### src/rtl/ws2812_pkg.sv
// ws2812_pkg
//   Shared timing constants and state encoding for the WS2812B pixel
//   transmitter. All timings are in cycles of the 20 MHz system clock.
package ws2812_pkg;

   localparam int PIXEL_W      = 24;
   localparam int T0H          = 8;     // 0.40 us high for a '0'
   localparam int T1H          = 16;    // 0.80 us high for a '1'
   localparam int T_BIT        = 25;    // 1.25 us full bit period
   localparam int RESET_CYCLES = 1200;  // 60 us latch gap

   localparam int CNT_MAX = (T_BIT > RESET_CYCLES) ? T_BIT : RESET_CYCLES;
   localparam int CNT_W   = $clog2(CNT_MAX + 1);
   localparam int BIT_W   = $clog2(PIXEL_W);

   localparam logic [CNT_W-1:0] CNT_ONE = CNT_W'(1);

   typedef enum logic [1:0] {
      ST_IDLE = 2'd0,
      ST_HIGH = 2'd1,
      ST_LOW  = 2'd2,
      ST_GAP  = 2'd3
   } state_t;

endpackage

### src/rtl/ws2812_pixel_tx.sv
// ws2812_pixel_tx
//   Serialises one 24-bit GRB word (bit 23 first) onto a WS2812B data line.
//   A latched word is followed by a RESET_CYCLES low gap so the strip
//   displays the frame.
// Ports
//   clk      in   system clock (20 MHz)
//   rst_n    in   synchronous active-low reset
//   data_in  in   pixel word, sampled only on acceptance
//   valid    in   word offered; taken when valid & ready at a clock edge
//   latch    in   with valid: last pixel of the frame, append reset gap
//   ready    out  registered; high while idle and able to accept
//   led      out  registered serial line to the strip
module ws2812_pixel_tx
   import ws2812_pkg::*;
(
   input  logic               clk,
   input  logic               rst_n,
   input  logic [PIXEL_W-1:0] data_in,
   input  logic               valid,
   input  logic               latch,
   output logic               ready,
   output logic               led
);

   state_t             r_state,   w_state;
   logic [PIXEL_W-1:0] r_shift,   w_shift;
   logic               r_lat,     w_lat;
   logic [BIT_W-1:0]   r_bit_cnt, w_bit_cnt;
   logic [CNT_W-1:0]   r_cyc_cnt, w_cyc_cnt;
   logic               r_ready,   w_ready;
   logic               r_led,     w_led;

   // High/low split of the current bit; the shift register only moves at the
   // end of LOW, so both phases of a bit see the same MSB.
   logic [CNT_W-1:0]   w_th;
   logic [CNT_W-1:0]   w_tl;

   assign w_th = r_shift[PIXEL_W-1] ? CNT_W'(T1H) : CNT_W'(T0H);
   assign w_tl = CNT_W'(T_BIT) - w_th;

   assign ready = r_ready;
   assign led   = r_led;

   always_comb begin
      w_state   = r_state;
      w_shift   = r_shift;
      w_lat     = r_lat;
      w_bit_cnt = r_bit_cnt;
      w_cyc_cnt = r_cyc_cnt + CNT_ONE;
      w_ready   = r_ready;
      w_led     = r_led;

      case (r_state)
         ST_IDLE: begin
            w_led     = 1'b0;
            w_ready   = 1'b1;
            w_cyc_cnt = '0;
            // Acceptance uses the registered ready, so the first edge after
            // reset only raises ready and never takes a word.
            if (valid && r_ready) begin
               w_shift   = data_in;
               w_lat     = latch;
               w_bit_cnt = BIT_W'(PIXEL_W - 1);
               w_ready   = 1'b0;
               w_led     = 1'b1;
               w_state   = ST_HIGH;
            end
         end
         ST_HIGH: begin
            if (r_cyc_cnt == w_th - CNT_ONE) begin
               w_led     = 1'b0;
               w_cyc_cnt = '0;
               w_state   = ST_LOW;
            end
         end
         ST_LOW: begin
            if (r_cyc_cnt == w_tl - CNT_ONE) begin
               w_cyc_cnt = '0;
               if (r_bit_cnt != '0) begin
                  w_shift   = {r_shift[PIXEL_W-2:0], 1'b0};
                  w_bit_cnt = r_bit_cnt - BIT_W'(1);
                  w_led     = 1'b1;
                  w_state   = ST_HIGH;
               end else if (r_lat) begin
                  w_state   = ST_GAP;
               end else begin
                  w_ready   = 1'b1;
                  w_state   = ST_IDLE;
               end
            end
         end
         ST_GAP: begin
            if (r_cyc_cnt == CNT_W'(RESET_CYCLES - 1)) begin
               w_cyc_cnt = '0;
               w_ready   = 1'b1;
               w_state   = ST_IDLE;
            end
         end
         default: begin
            w_led   = 1'b0;
            w_ready = 1'b0;
            w_state = ST_IDLE;
         end
      endcase
   end

   always_ff @(posedge clk) begin
      if (!rst_n) begin
         r_state   <= ST_IDLE;
         r_shift   <= '0;
         r_lat     <= 1'b0;
         r_bit_cnt <= '0;
         r_cyc_cnt <= '0;
         r_ready   <= 1'b0;
         r_led     <= 1'b0;
      end else begin
         r_state   <= w_state;
         r_shift   <= w_shift;
         r_lat     <= w_lat;
         r_bit_cnt <= w_bit_cnt;
         r_cyc_cnt <= w_cyc_cnt;
         r_ready   <= w_ready;
         r_led     <= w_led;
      end
   end

endmodule
### config.mk
export PLATFORM = sky130hd
export DESIGN_NAME = ws2812_pixel_tx
export DESIGN_NICKNAME = d
export VERILOG_FILES = /design/src/rtl/ws2812_pkg.sv /design/src/rtl/ws2812_pixel_tx.sv
export SDC_FILE = /design/constraint.sdc
export NUM_CORES = 1
export LEC_CHECK = 0
export BUFFER_PORTS_ARGS = -buffer_cell sky130_fd_sc_hd__buf_2
export CELL_PAD_IN_SITES_DETAIL_PLACEMENT = 0
export CELL_PAD_IN_SITES_GLOBAL_PLACEMENT = 1
export CORE_MARGIN = 2
export CORE_UTILIZATION = 30
export DETAILED_ROUTE_END_ITERATION = 8
export MAX_ROUTING_LAYER = met4
export PLACE_DENSITY = 0.55
export SLEW_MARGIN = 30
export SYNTH_ARGS = -nofsm -noshare
export SYNTH_HDL_FRONTEND = slang
export SYNTH_SLANG_ARGS = --single-unit
export TNS_END_PERCENT = 50
### constraint.sdc
create_clock -name clk -period 3.03 [get_ports clk]
set_input_delay 0.303 -clock clk [delete_from_list [all_inputs] [get_ports clk]]
set_output_delay 0.303 -clock clk [all_outputs]
set_load 0.01 [all_outputs]
==> out/results.ini, run 1 <==
[status]
outcome=completed

[logic_synthesis]
ys_warn_count=0
syn_inst=248
yosysSeqAreaShare=0.389
synthDistinctLibCells=44
syn_area_mm2=0.00232
syn_nets=285
synth_seq_cells=45
synth_area_per_cell_um2=9.34

[timing]
rsz0062_at_grt=false
fmax_mhz=425
hold_violations=0
worst_pin_slew_ps=777
finalCriticalPeriod_ps=2350
setup_slack_ps=676
period_share=0.777
slew_headroom=0.475
finClkSkew_ps=15.0
maxSlewViolCount=0
tns_ps=0
setup_viol=0

[cts]
clk_latency_ps=300
cts_tree=built
cts-root-buf=clkbuf_8
cts_made_buffers=5
h-tree-depth=2
clock-sinks=45
hold_buffers=0
postCtsSetupBuffers=0
cts_buffer_depth=2
postCtsResizedCells=0
clkTransAtPathRegs_ps=90

[floorplan]
io_pins=30
die_w_um=91.9
fp.dieH_um=91.9
initial_utilization=0.305
core_area_mm2=0.00761
die_area_mm2=0.00844
fp-row-count=32

[critical_path]
start_kind=register
cp_cell_sequence=inv_1 > ha_1 > nor4b_1 > a2bb2oi_2 > buf_4 > and3_2 > a311oi_1
max_stage_delay_ps=640
path_max_fanout=15
required_ps=3230
rrSetupSlack_ps=680
cp.arrival_ps=2550
end_kind=register
worstSetupPathType=register to register
cpMaxStageDelayCell=nor4b_1

[global_routing]
grt_util_met3=0.0247
top_usage_layer=met2
grt_pass1_vias=1727
track_usage=0.129
use_met1=0.167
grt_pass1_wl_um=8650
grt_max_degree=34
grt-ovfl-total=0
grt.met2_usage=0.205
antenna_found_initial=0

[min_path]
hold_class=input pin to register

[routing]
drcViolationCount=0
vias_per_cell=4.91
drtIter0Drc=89
dr.pass1.iters=4
wirelength_um=5120
wl_per_cell_um=13.5
vias=1856
ant_nets=0

[finish]
synthToLayoutAreaGrowth_pct=15.6
most-common-layout-cells=dfxtp_1, buf_2, a21oi_1, mux2i_1, a211oi_1
n_antenna_cell=0
fill_cells=824
instances_no_fill=378
layout-drive-gt1-share=0.203
nets=312
final_common_cell=dfxtp_1

[placed_design]
dpl.cell_count=370
dp_hpwl_um=3460
gp_congestion=0.779
numPortBuffers=29
place_ws_ps=704

[power_and_ir_drop]
p_leak_uw=0.000933
ir_drop_mv=0.329
cellPowerDensity_mw_per_mm2=765

[run]
cap_violations=0

## worst paths after layout
check,start,endpoint,cells past startpoint
hold reg to reg,r_cyc_cnt[0]$_SDFF_PN0_,r_cyc_cnt[0]$_SDFF_PN0_,1
setup reg to reg,r_bit_cnt[0]$_SDFFE_PN0P_,r_bit_cnt[2]$_SDFFE_PN0P_,7
setup / recovery,r_bit_cnt[0]$_SDFFE_PN0P_,r_bit_cnt[2]$_SDFFE_PN0P_,7
hold / removal,latch,r_lat$_SDFFE_PN0P_,3
## layout make-up
cell class	count	area (um2)	share of cell area
multi-input combinational	171	1270	0.475
sequential	45	901	0.336
timing repair buffer	37	205	0.0766
tap	102	128	0.0477
clock buffer	5	68.8	0.0257
inverter	15	56.3	0.0210
clock inverter	3	46.3	0.0173
## metal layers
| metal | up-vias | wire [um] |
|---|---|---|
| met5 | - | 0 |
| met4 | 0 | 45 |
| met3 | 2 | 119 |
| met2 | 19 | 2380 |
| met1 | 875 | 2580 |
| li1 | 960 | - |
## sequential cells by signal (all words and copies together) (netlist names)
| register | flops |
|---|---|
| r_shift | 24 |
| led | 1 |
| ready | 1 |
| r_state | 2 |
| r_bit_cnt | 5 |
| r_lat | 1 |
| r_cyc_cnt | 11 |
## power by group
| part | total [uW] | internal, uW | switching (uW) |
|---|---|---|---|
| logic | 751 | 335 | 416 |
| clock network | 471 | 247 | 224 |
| registers | 825 | 734 | 91.1 |
## per-stage QoR
step	power [uW]	hold WS [ps]	cell area, um2	util
after global routing	2200	245	2680	0.352
final	2050	243	2680	0.352
after CTS	2080	237	2680	0.352
after floorplan	1410	430	2320	-
after global placement	1600	449	2560	0.337
after detailed placement	1600	457	2560	0.337
## worst max-delay path: cells and delay by family (launching register included)
| kind | cells | cell delay (ps) |
|---|---|---|
| simple gates | 2 | 900 |
| compound gates | 2 | 520 |
| buf+inv | 2 | 360 |
| flops | 1 | 340 |
| fa+ha+maj | 1 | 140 |
## logic make-up after synthesis
family / synth area share
buffers and inverters: 0.0659
AND/OR/NAND/NOR: 0.131
flip-flops: 0.389
adder cells (fa/ha/maj): 0.0486
AO/OA/AOI/OAI: 0.217
XOR/XNOR: 0.0416
multiplexers: 0.108
## synth_stat cells
cell type	number	area share
a41oi_1	2	0.0076
nand4_1	3	0.0081
nor4b_1	1	0.0038
xor2_1	4	0.015
a21oi_1	28	0.060
nor3_4	1	0.0070
o21ai_0	1	0.0022
nor2_1	16	0.026
a41o_1	1	0.0043
o41ai_4	1	0.012
nor3b_1	1	0.0032
and3_1	1	0.0027
mux2i_1	25	0.11
nor3_1	4	0.0086
a311o_1	1	0.0043
o32ai_1	1	0.0038
inv_1	15	0.024
a21bo_2	1	0.0043
nor4_1	1	0.0027
a311oi_1	5	0.019
buf_4	1	0.0032
and4_1	1	0.0038
xnor2_1	7	0.026
buf_1	1	0.0016
and3b_1	1	0.0038
nor2b_1	1	0.0027
buf_2	5	0.011
a31o_2	1	0.0038
buf_6	3	0.015
a2bb2oi_1	1	0.0038
nor2_2	1	0.0027
dfxtp_1	45	0.39
nand3_1	5	0.011
nand3_2	1	0.0043
o41a_1	1	0.0049
a31oi_1	2	0.0054
nor3_2	1	0.0043
clkbuf_1	7	0.011
nand3b_1	1	0.0032
ha_1	9	0.049
nand2_1	8	0.013
nand2b_1	5	0.013
a211oi_1	25	0.081
and3_2	2	0.0065
Note: power is estimated with default switching activity, not from simulation.
==> inputs of run 2 (changes only) <==
--- a/config.mk
+++ b/config.mk
@@ -12,7 +12,7 @@
 export CORE_UTILIZATION = 30
 export DETAILED_ROUTE_END_ITERATION = 8
 export MAX_ROUTING_LAYER = met4
-export PLACE_DENSITY = 0.55
+export PLACE_DENSITY = 0.57
 export SLEW_MARGIN = 30
 export SYNTH_ARGS = -nofsm -noshare
 export SYNTH_HDL_FRONTEND = slang
==> constraint.sdc (replaced) <==
create_clock -name clk -period 1.95 [get_ports clk]
set_input_delay 0.195 -clock clk [delete_from_list [all_inputs] [get_ports clk]]
set_output_delay 0.195 -clock clk [all_outputs]
set_load 0.01 [all_outputs]
==> run 2 against run 1 <==
Compared with the run above: count of clock-buffer cells in the layout rose by 2; die area did not move; highest routed layer unchanged; global-route usage rose by 1.4 points; core utilization rose by 3.2 points; hold slack got worse by 120 ps; critical path type unchanged; first-iteration DRC count fell by 19%; register-to-register slack got worse by 560 ps.
==> out/results.ini, run 2 (same netlist as run 1, synthesis figures left out) <==
[cts]
cts-root-buf=clkbuf_8
cts_tree=built
cts_made_buffers=5
cts_buffer_depth=2
postCtsSetupBuffers=0
clk_latency_ps=300
clkTransAtPathRegs_ps=90
clock-sinks=45
postCtsResizedCells=0
h-tree-depth=2
hold_buffers=0

[finish]
finish.utilization=0.384
regArea_um2=902
n_antenna_cell=0
largest_reg_flops=24
most-common-layout-cells=dfxtp_1, buf_2, a21oi_1, mux2i_1, a211oi_1
final_common_cell=dfxtp_1
largestRegisters=r_shift: 24 flops, r_cyc_cnt: 11 flops, r_bit_cnt: 5 flops
fill_cells=802
multi_input_area_mm2=0.00130
synthToLayoutAreaGrowth_pct=25.9
layout-drive-gt1-share=0.265
nets=330
instances_no_fill=396
top_register=r_shift
final_area_mm2=0.00292

[floorplan]
initial_utilization=0.305
fp-row-count=32
io_pins=30
die_w_um=91.9
die_area_mm2=0.00844
fp.dieH_um=91.9
core_area_mm2=0.00761

[placed_design]
placedInstanceArea_mm2=0.00277
gp_congestion=0.729
dpl.cell_count=388
dp_hpwl_um=3820
place_ws_ps=49.7
numPortBuffers=29

[timing]
setup_slack_ps=115
slew_headroom=0.752
period_share=0.941
finalCriticalPeriod_ps=1830
worst_pin_slew_ps=373
maxSlewViolCount=0
finClkSkew_ps=6.75
hold_violations=0
tns_ps=0
rsz0062_at_grt=true
setup_viol=0
fmax_mhz=545

[routing]
ant_nets=0
dr.pass1.iters=4
drcViolationCount=0
vias_per_cell=4.87
vias=1928
wirelength_um=5560
wl_per_cell_um=14.0
drtIter0Drc=72

[critical_path]
max_stage_delay_ps=340
cp_cell_sequence=inv_1 > ha_1 > and3_2 > a2bb2oi_2 > buf_12 > and3_2 > a41o_1
critPathTopFamily=simple AND/OR/NAND/NOR gates
end_kind=register
path_max_fanout=8
critPathBufInv=2
worstSetupPathType=register to register
rrSetupSlack_ps=120
required_ps=2150
cpMaxStageDelayCell=dfxtp_1
cp.arrival_ps=2040
cp_common_cell=and3_2
start_kind=register

[power_and_ir_drop]
ir_drop_mv=0.482
cellPowerDensity_mw_per_mm2=1170
p_leak_uw=0.00107

[global_routing]
track_usage=0.144
grt_pass1_wl_um=9510
grt_max_degree=33
grt_pass1_vias=1920
antenna_found_initial=0
grt-ovfl-total=0

[run]
cap_violations=0

[status]
outcome=completed

[min_path]
hold_class=input pin to register

[run 2: final timing paths]
kind | from | to | cells after the start
max | r_state[0]$_SDFFE_PN0P_ | r_bit_cnt[3]$_SDFFE_PN0P_ | 7
min | latch | r_lat$_SDFFE_PN0P_ | 3
max reg2reg | r_state[0]$_SDFFE_PN0P_ | r_bit_cnt[3]$_SDFFE_PN0P_ | 7
min reg2reg | r_cyc_cnt[0]$_SDFF_PN0_ | r_cyc_cnt[0]$_SDFF_PN0_ | 1
[run 2: layer usage]
layer  vias to the layer above  GRT usage  wire [um]
li1                        990          -          -
met1                       909      0.175       2690
met2                        23      0.240       2650
met3                         6     0.0288        146
met4                         0     0.0448         78
met5                         -          -          0
[run 2: final cells by class]
class,count,area share
Timing Repair Buffer,55,0.144
Clock inverter,1,0.0103
Sequential cell,45,0.309
Multi-Input combinational cell,171,0.444
Clock buffer,7,0.0296
Inverter,15,0.0193
Tap cell,102,0.0437
[run 2: metrics by stage]
stage,hold slack (ps),total power (uW)
global route,158,3660
finish,125,3420
floorplan,334,2180
CTS,122,3440
global placement,436,2670
detailed placement,440,2670
[run 2: tightest hold or removal path, stage by stage]
cell and delay (ps):
buf_2 70, mux2i_1 50, nor2_1 70
[run 2: report_power, final]
part	switching (uW)	total, uW	internal (uW)
clock	338	756	418
sequential	132	1270	1140
combinational	719	1390	676
total	1190	3420	2240
==> inputs of run 3 (changes only) <==
--- a/config.mk
+++ b/config.mk
@@ -13,6 +13,7 @@
 export DETAILED_ROUTE_END_ITERATION = 8
 export MAX_ROUTING_LAYER = met4
 export PLACE_DENSITY = 0.57
+export SETUP_SLACK_MARGIN = 0.15
 export SLEW_MARGIN = 30
 export SYNTH_ARGS = -nofsm -noshare
 export SYNTH_HDL_FRONTEND = slang
==> constraint.sdc (replaced) <==
create_clock -name clk -period 1.95 [get_ports clk]
set_input_delay 0.195 -clock clk [delete_from_list [all_inputs] [get_ports clk]]
set_output_delay 0.195 -clock clk [all_outputs]
set_load 0.02 [all_outputs]
==> run 3 against run 2 <==
Compared with the run above: count of clock-buffer cells in the layout unchanged; clock skew is 1.5 ps higher; clock power barely moved; global-route usage is essentially flat; largest cell class unchanged; largest power group unchanged; highest routed layer unchanged.
==> out/results.ini, run 3 (same netlist as run 1, synthesis figures left out) <==
[timing]
period_share=0.915
setup_viol=0
finClkSkew_ps=8.28
tns_ps=0
finalCriticalPeriod_ps=1780
hold_violations=0
worst_pin_slew_ps=390
maxSlewViolCount=0
rsz0062_at_grt=true
slew_headroom=0.740
fmax_mhz=560

[placed_design]
gp_congestion=0.729
dpl.cell_count=388
dp_hpwl_um=3820
numPortBuffers=29

[finish]
nets=333
largest_reg_flops=24
instances_no_fill=399
largestRegisters=r_shift: 24 flops, r_cyc_cnt: 11 flops, r_bit_cnt: 5 flops
synthToLayoutAreaGrowth_pct=28.5
most-common-layout-cells=dfxtp_1, buf_2, a21oi_1, mux2i_1, a211oi_1
layout-drive-gt1-share=0.293
final_common_cell=dfxtp_1
top_register=r_shift
fill_cells=800
n_antenna_cell=0

[routing]
vias=1943
ant_nets=0
drcViolationCount=0
drtIter0Drc=73
wl_per_cell_um=14.0
wirelength_um=5590
vias_per_cell=4.87
dr.pass1.iters=4

[critical_path]
cpMaxStageDelayCell=o41ai_4
worstSetupPathType=register to register
cp.arrival_ps=2000
required_ps=2170
start_kind=register
end_kind=register
max_stage_delay_ps=390
path_max_fanout=4
cp_cell_sequence=nor3_4 > nand3_2 > o41ai_4 > buf_4 > nand4_1 > o32ai_2

[global_routing]
grt_pass1_vias=1929
track_usage=0.143
grt-ovfl-total=0
grt_max_degree=33
antenna_found_initial=0
grt_pass1_wl_um=9490

[power_and_ir_drop]
total_power_uw=3490
p_leak_uw=0.00109
cellPowerDensity_mw_per_mm2=1170
ir_drop_mv=0.483

[cts]
clock-sinks=45
cts_made_buffers=5
hold_buffers=0
cts_buffer_depth=2
clkTransAtPathRegs_ps=90
h-tree-depth=2
cts_tree=built
cts-root-buf=clkbuf_8
clk_latency_ps=300

[floorplan]
core_area_mm2=0.00761
die_area_mm2=0.00844
initial_utilization=0.305
die_w_um=91.9
fp-row-count=32
io_pins=30
fp.dieH_um=91.9

[min_path]
hold_class=input pin to register

[run]
cap_violations=0

[status]
outcome=completed

## run 3: cell types whose count changed in the layout (fill, tap and decap cells not counted), moves of 2 or more
cell / delta
and3_2: -2
dfxtp_1: -2
and3_4: +2
dfxtp_2: +2
buf_4: +3
## run 3: final cells by class
class,instances,area (um2),share of cell area
repair buffers,58,442,0.148
inverters,15,56.3,0.0189
clock inverters,1,30.0,0.0101
flip-flops and latches,45,905,0.304
clock buffers,7,86.3,0.0290
well taps,102,128,0.0429
multi-input cells,171,1330,0.447
## run 3: per-layer routing
metal  vias to the layer above  part of all wire  global-route usage
met1                       917              0.48               0.174
met4                         0             0.014              0.0448
li1                        999                 -                   -
met3                         6             0.025              0.0288
met2                        21              0.48               0.240
met5                         -                 0                   -
## run 3: timing repair
item | CTS | global route
resized for setup | 8 | 7
pin swaps | 4 | 20
setup endpoints to repair | 38 | 43
setup buffers | 2 | 1
## run 3: power by group
part / internal [uW] / leakage (uW) / switching [uW] / total [uW]
combinational: 705 / 0.000662 / 749 / 1450
sequential: 1140 / 0.000369 / 137 / 1280
clock: 418 / 0.0000585 / 336 / 754
total: 2270 / 0.00109 / 1220 / 3490
## run 3: worst max-delay path, delay by kind of cell, from the launching register on
family | cells | cell delay, ps
DFF | 1 | 350
and+or+nand+nor | 3 | 500
buffers and inverters | 1 | 200
AOI/OAI and AO/OA | 2 | 660
## run 3: per-stage QoR
| step | util | worst slack, ps | cell area, um2 | hold slack, ps |
|---|---|---|---|---|
| 6_report | 0.391 | 166 | 2980 | 127 |
| 5_1_grt | 0.391 | 39.2 | 2980 | 158 |
| 2_1_floorplan | - | 121 | 2320 | 334 |
| 3_3_place_gp | 0.364 | 102 | 2770 | 436 |
| 4_1_cts | 0.387 | 120 | 2940 | 122 |
| 3_5_place_dp | 0.364 | 49.7 | 2770 | 440 |
## run 3: path summary, 6_finish.rpt
check | startpoint | to | slack [ps] | depth (start not counted)
setup / recovery | r_cyc_cnt[9]$_SDFF_PN0_ | r_state[1]$_SDFFE_PN0P_ | 170 | 6
hold / removal | latch | r_lat$_SDFFE_PN0P_ | 130 | 3
setup reg to reg | r_cyc_cnt[9]$_SDFF_PN0_ | r_state[1]$_SDFFE_PN0P_ | 170 | 6
hold reg to reg | r_bit_cnt[0]$_SDFFE_PN0P_ | r_bit_cnt[0]$_SDFFE_PN0P_ | 470 | 1
